### config.mk
export PLATFORM = sky130hd
export DESIGN_NAME = product_accumulator_flat
export DESIGN_NICKNAME = d
export VERILOG_FILES = /design/src/rtl/product_accumulator_if.sv /design/src/rtl/product_accumulator.sv /design/src/flat_wrapper.sv
export SDC_FILE = /design/constraint.sdc
export NUM_CORES = 1
export LEC_CHECK = 0
export BUFFER_PORTS_ARGS = -buffer_cell sky130_fd_sc_hd__buf_2
export CORE_ASPECT_RATIO = 0.6
export CORE_MARGIN = 4
export CORE_UTILIZATION = 41
export CTS_BUF_LIST = sky130_fd_sc_hd__clkbuf_8
export DETAILED_ROUTE_END_ITERATION = 10
export PLACE_DENSITY = 0.63
export SLEW_MARGIN = 20
export SYNTH_ARGS = -nofsm -noshare
export SYNTH_HDL_FRONTEND = slang
export SYNTH_SLANG_ARGS = --single-unit
export TNS_END_PERCENT = 30
### constraint.sdc
create_clock -name clk -period 2.84 [get_ports clk]
set_clock_uncertainty 0.2 [all_clocks]
set_input_delay 0.426 -clock clk [delete_from_list [all_inputs] [get_ports clk]]
set_output_delay 0.426 -clock clk [all_outputs]
set_load 0.01 [all_outputs]
### src/rtl/product_accumulator_if.sv
// product_accumulator_if
//   Bundles the two streams of the product accumulator.
//   Product stream: p_in (signed 6-bit product), p_valid, p_ready.
//   Sum stream:     sum_out (signed ACC_W), ovf, sum_valid, sum_ready.
//   master: the side that supplies products and consumes sums.
//   slave:  the accumulator itself.
interface product_accumulator_if #(
  parameter int ACC_W = 8
);
  logic signed [5:0]       p_in;
  logic                    p_valid;
  logic                    p_ready;
  logic signed [ACC_W-1:0] sum_out;
  logic                    sum_valid;
  logic                    sum_ready;
  logic                    ovf;

  modport master (
    output p_in, p_valid, sum_ready,
    input  p_ready, sum_out, sum_valid, ovf
  );

  modport slave (
    input  p_in, p_valid, sum_ready,
    output p_ready, sum_out, sum_valid, ovf
  );
endinterface

### src/rtl/product_accumulator.sv
// product_accumulator
//   Sums groups of COUNT signed products (from a 3x3 signed multiplier) with
//   saturation into a signed ACC_W-bit result, then presents the group sum
//   with a sticky overflow flag until it is accepted downstream.
// Ports:
//   clk    - single clock, rising edge
//   rst_b  - asynchronous active-low reset
//   clr    - synchronous group abort, overrides all handshakes
//   bus    - product_accumulator_if.slave (product in / sum out streams)
//
// state | meaning
// ------+-----------------------------------------------
// ACC   | collecting products, p_ready=1
// HOLD  | sum presented (sum_valid=1), p_ready=sum_ready
module product_accumulator #(
  parameter int ACC_W = 8,
  parameter int COUNT = 16
) (
  input  logic                  clk,
  input  logic                  rst_b,
  input  logic                  clr,
  product_accumulator_if.slave  bus
);

  localparam int CNT_W = $clog2(COUNT + 1);
  localparam logic [CNT_W-1:0]        LAST    = CNT_W'(COUNT);
  localparam logic signed [ACC_W-1:0] SAT_MAX = {1'b0, {(ACC_W-1){1'b1}}};
  localparam logic signed [ACC_W-1:0] SAT_MIN = {1'b1, {(ACC_W-1){1'b0}}};

  typedef enum logic {ACC = 1'b0, HOLD = 1'b1} state_t;

  state_t                  state, state_nxt;
  logic signed [ACC_W-1:0] acc;
  logic [CNT_W-1:0]        cnt;
  logic                    sticky;
  logic signed [ACC_W-1:0] sum_q;
  logic                    ovf_q;

  logic                    p_ready_c;
  logic                    sum_valid_c;
  logic                    p_hs;
  logic                    s_hs;
  logic                    last_hs;
  logic [ACC_W:0]          sum_wide;
  logic                    clamp;
  logic signed [ACC_W-1:0] sum_sat;
  logic [CNT_W-1:0]        cnt_inc;
  logic                    sticky_inc;

  assign p_hs = bus.p_valid & p_ready_c;
  assign s_hs = sum_valid_c & bus.sum_ready;

  // acc, cnt and sticky are cleared whenever HOLD is entered, so a product
  // accepted in HOLD is naturally added to zero and starts the next group.
  always_comb begin
    sum_wide   = {acc[ACC_W-1], acc} + {{(ACC_W-5){bus.p_in[5]}}, bus.p_in};
    clamp      = sum_wide[ACC_W] ^ sum_wide[ACC_W-1];
    sum_sat    = sum_wide[ACC_W-1:0];
    if (clamp) begin
      sum_sat = sum_wide[ACC_W] ? SAT_MIN : SAT_MAX;
    end
    cnt_inc    = cnt + CNT_W'(1);
    sticky_inc = sticky | clamp;
    last_hs    = p_hs && (cnt_inc == LAST);
  end

  always_ff @(posedge clk or negedge rst_b) begin
    if (!rst_b) begin
      state <= ACC;
    end else begin
      state <= state_nxt;
    end
  end

  always_comb begin
    state_nxt = state;
    if (clr) begin
      state_nxt = ACC;
    end else if (last_hs) begin
      state_nxt = HOLD;
    end else if (s_hs) begin
      state_nxt = ACC;
    end
  end

  always_comb begin
    p_ready_c   = (state == ACC) || bus.sum_ready;
    sum_valid_c = (state == HOLD);
  end

  always_ff @(posedge clk or negedge rst_b) begin
    if (!rst_b) begin
      acc    <= '0;
      cnt    <= '0;
      sticky <= 1'b0;
      sum_q  <= '0;
      ovf_q  <= 1'b0;
    end else if (clr) begin
      acc    <= '0;
      cnt    <= '0;
      sticky <= 1'b0;
      sum_q  <= '0;
      ovf_q  <= 1'b0;
    end else if (p_hs) begin
      if (last_hs) begin
        sum_q  <= sum_sat;
        ovf_q  <= sticky_inc;
        acc    <= '0;
        cnt    <= '0;
        sticky <= 1'b0;
      end else begin
        acc    <= sum_sat;
        cnt    <= cnt_inc;
        sticky <= sticky_inc;
      end
    end
  end

  assign bus.p_ready   = p_ready_c;
  assign bus.sum_valid = sum_valid_c;
  assign bus.sum_out   = sum_q;
  assign bus.ovf       = ovf_q;

endmodule

### src/flat_wrapper.sv
// flat-port wrapper written by rule: the top's interface ports become plain ports
module product_accumulator_flat 
#(
  parameter int ACC_W = 8,
  parameter int COUNT = 16
)
  (clk, rst_b, clr, bus_p_in, bus_p_valid, bus_sum_ready, bus_p_ready, bus_sum_out, bus_sum_valid, bus_ovf);
  product_accumulator_if #(.ACC_W(ACC_W)) bus_i ();
  input  logic clk;
  input  logic rst_b;
  input  logic clr;
  input wire logic [$bits(bus_i.p_in)-1:0] bus_p_in;
  input wire logic [$bits(bus_i.p_valid)-1:0] bus_p_valid;
  input wire logic [$bits(bus_i.sum_ready)-1:0] bus_sum_ready;
  output wire logic [$bits(bus_i.p_ready)-1:0] bus_p_ready;
  output wire logic [$bits(bus_i.sum_out)-1:0] bus_sum_out;
  output wire logic [$bits(bus_i.sum_valid)-1:0] bus_sum_valid;
  output wire logic [$bits(bus_i.ovf)-1:0] bus_ovf;
  assign bus_i.p_in = bus_p_in;
  assign bus_i.p_valid = bus_p_valid;
  assign bus_i.sum_ready = bus_sum_ready;
  assign bus_p_ready = bus_i.p_ready;
  assign bus_sum_out = bus_i.sum_out;
  assign bus_sum_valid = bus_i.sum_valid;
  assign bus_ovf = bus_i.ovf;
  product_accumulator #(.ACC_W(ACC_W), .COUNT(COUNT)) u_core (.clk(clk), .rst_b(rst_b), .clr(clr), .bus(bus_i));
endmodule
==> impl_metrics.json <==
{
  "holdWs_ps": 272,
  "cts_buffers": 3,
  "rsz0062_at_grt": "no",
  "place_hpwl_mm": 2.41,
  "synth_cells": 139,
  "ctsRootBufferMaster": "clkbuf_8",
  "p_int_uw": 842,
  "dieArea_um2": 4440,
  "portBuffers": 21,
  "peakVddDrop_uv": 296,
  "final_cell_mix": "24 x dfrtp_1, 21 x buf_2, 17 x nand2_1, 10 x ha_1, 9 x inv_1",
  "grt_pass1_vias": 1158,
  "p_switching_uw": 436,
  "drtIter0Drc": 48,
  "core_um2": 3260,
  "yosysSeqAreaShare_pct": 43.0,
  "clock_latency_ps": 270,
  "die_w_um": 83.4,
  "max_freq_mhz": 368,
  "fin_crit_sh_pct": 95.8,
  "htree_levels": 1,
  "syn_nets": 161,
  "setup_ws_ps": 120,
  "async_reset_ff_share_pct": 100,
  "ios": 22,
  "p_seq_share_pct": 34.0,
  "finalHoldViolations": 0,
  "antenna_cells": 0,
  "gp_congestion": 0.774,
  "tightest_slew_ps": 758,
  "final_cells": 212,
  "routed_wl_mm": 3.08,
  "grt_usage_pct": 15.2,
  "setup_violations": 0,
  "yosysWarnings": 0,
  "critPathLaunchType": "flop",
  "grt_max_degree": 25,
  "dp.cells": 207,
  "fin_area_um2": 1680,
  "die_h_um": 53.2,
  "synth_area_um2": 1400,
  "cp_max_fo": 7,
  "power.density_nw_per_um2": 760,
  "dp_slack_ps": -59.6,
  "synth_top_flop_cell": "dfrtp_1",
  "dpl_cell_area_um2": 1590,
  "cts_tree": "yes",
  "drive_above_1_share_pct": 22.8,
  "switching_share_pct": 34.1,
  "syn_avg_cell_area_um2": 10.1,
  "overflow": 0,
  "initial_core_util_pct": 42.8,
  "grt_pass1_wl_mm": 5.30,
  "clockBufferDepth": 2,
  "final_common_cell": "dfrtp_1",
  "synth-seq-cells": 24,
  "postCtsSetupBuffers": 0,
  "vias": 1136,
  "fin_tns_setup_ps": 0,
  "utilization_pct": 51.5,
  "dr.pass1.iters": 4,
  "drt-vias-per-instance": 5.36,
  "clkPwrFrac_pct": 23.5,
  "p_total_mw": 1.28,
  "cp.arrival_ps": 2680,
  "synth_edf_count": 0,
  "area_delta_synth_final_pct": 20.3,
  "leakage_nw": 0.837,
  "antenna_found_initial": 0,
  "ant_nets": 0,
  "rows": 16,
  "cap_violations": 0,
  "synth.distinct_cells": 34,
  "relSlewSlack_pct": 49.3,
  "status": "complete, no violations",
  "hold_path.class": "input port to flop",
  "p_comb_share_pct": 42.5,
  "clock_sinks": 24,
  "nets": 190,
  "clk_pin_slew_ps": 90,
  "finalCriticalPeriod_ps": 2720,
  "path_class": "flop to flop",
  "crit_required_ps": 2800,
  "cp-end-kind": "flop",
  "wl_per_cell_um": 14.5,
  "route.detailed.drc": 0,
  "maxSlewViolCount": 0
}
==> synthesized netlist by cell type, types with 2 or more instances <==
cell type	number	area, um2
dfrtp_1	24	601
nand2_1	17	63.8
ha_1	10	125
a21oi_1	9	45.0
inv_1	9	33.8
a221oi_1	8	70.1
a221o_1	7	70.1
a21o_1	5	37.5
nor2_1	5	18.8
o21ai_0	5	25.0
xnor2_1	5	43.8
clkbuf_1	4	15.0
xor2_1	4	35.0
a211oi_1	2	15.0
a41oi_1	2	17.5
and2_1	2	12.5
nand2b_1	2	12.5
nand3_1	2	10.0
nor3_1	2	10.0
==> logic make-up (layout without fill, tap and decap cells) <==
logic type | after synthesis | after routing | share of synthesized area [%]
and+or+nand+nor | 37 | 37 | 12.9
adders and majority gates | 11 | 11 | 10.4
xor gates and xnor gates | 9 | 9 | 5.64
muxes | 2 | 2 | 1.52
AOI/OAI and AO/OA | 41 | 41 | 21.9
buffers and inverters | 15 | 43 | 4.65
DFF | 24 | 24 | 43.0
==> final cells by class <==
class,instances,area [um2]
clock buffer,3,41.3
clock inverter,1,30.0
multi-input combinational,100,744
sequential,24,601
timing repair buffer,30,175
tap,45,56.3
fill,300,1580
inverter,9,33.8
==> registers in the layout, indices dropped and copies added, names as in the netlist <==
| signal | cells |
|---|---|
| u_core.cnt | 5 |
| u_core.bus.sum_valid | 1 |
| u_core.acc | 8 |
| u_core.sticky | 1 |
| u_core.bus.ovf | 1 |
| u_core.bus.sum_out | 8 |
==> worst max-delay path, stage by stage (launching register included) <==
cell	delay [ps]
dfrtp_1	400
ha_1	230
fa_1	400
a21o_1	200
a21oi_2	160
o2111ai_1	180
mux2_4	310
and2_4	190
a221o_1	350
==> routing by layer <==
layer	routed length, um	global-route usage [%]	up-vias	share of wire, %
met5	0	0	-	0
li1	-	-	564	-
met4	0	2.72	0	0
met2	1400	25.7	22	46
met3	140	4.35	0	4.6
met1	1530	19.8	550	50
==> power by group through the flow <==
stage               registers, mW  logic (mW)  clock network, mW
global route                0.442       0.609              0.323
CTS                         0.436       0.532              0.310
global placement            0.440       0.521                  0
detailed placement          0.441       0.529                  0
floorplan                   0.427       0.389                  0
finish                      0.435       0.543              0.300
==> final timing paths <==
kind | endpoint | slack [ps] | start | cells past startpoint
hold reg to reg | u_core.acc[7] | 290 | u_core.acc[7] | 2
setup / recovery | u_core.acc[1] | 120 | u_core.acc[0] | 8
min in group asynchronous | u_core.bus.sum_valid | 460 | rst_b | 2
setup reg to reg | u_core.acc[1] | 120 | u_core.acc[0] | 8
hold / removal | u_core.cnt[1] | 270 | bus_p_valid | 4
max in group asynchronous | u_core.cnt[0] | 1610 | rst_b | 2
==> repair_timing <==
action / in CTS / in global routing
hold endpoints to repair: 24 / 0
endpoints found under the setup margin: 0 / 5
gates resized for setup: 0 / 2
hold buffers: 1 / 0
No activity file was read; power rests on OpenSTA's default activity.
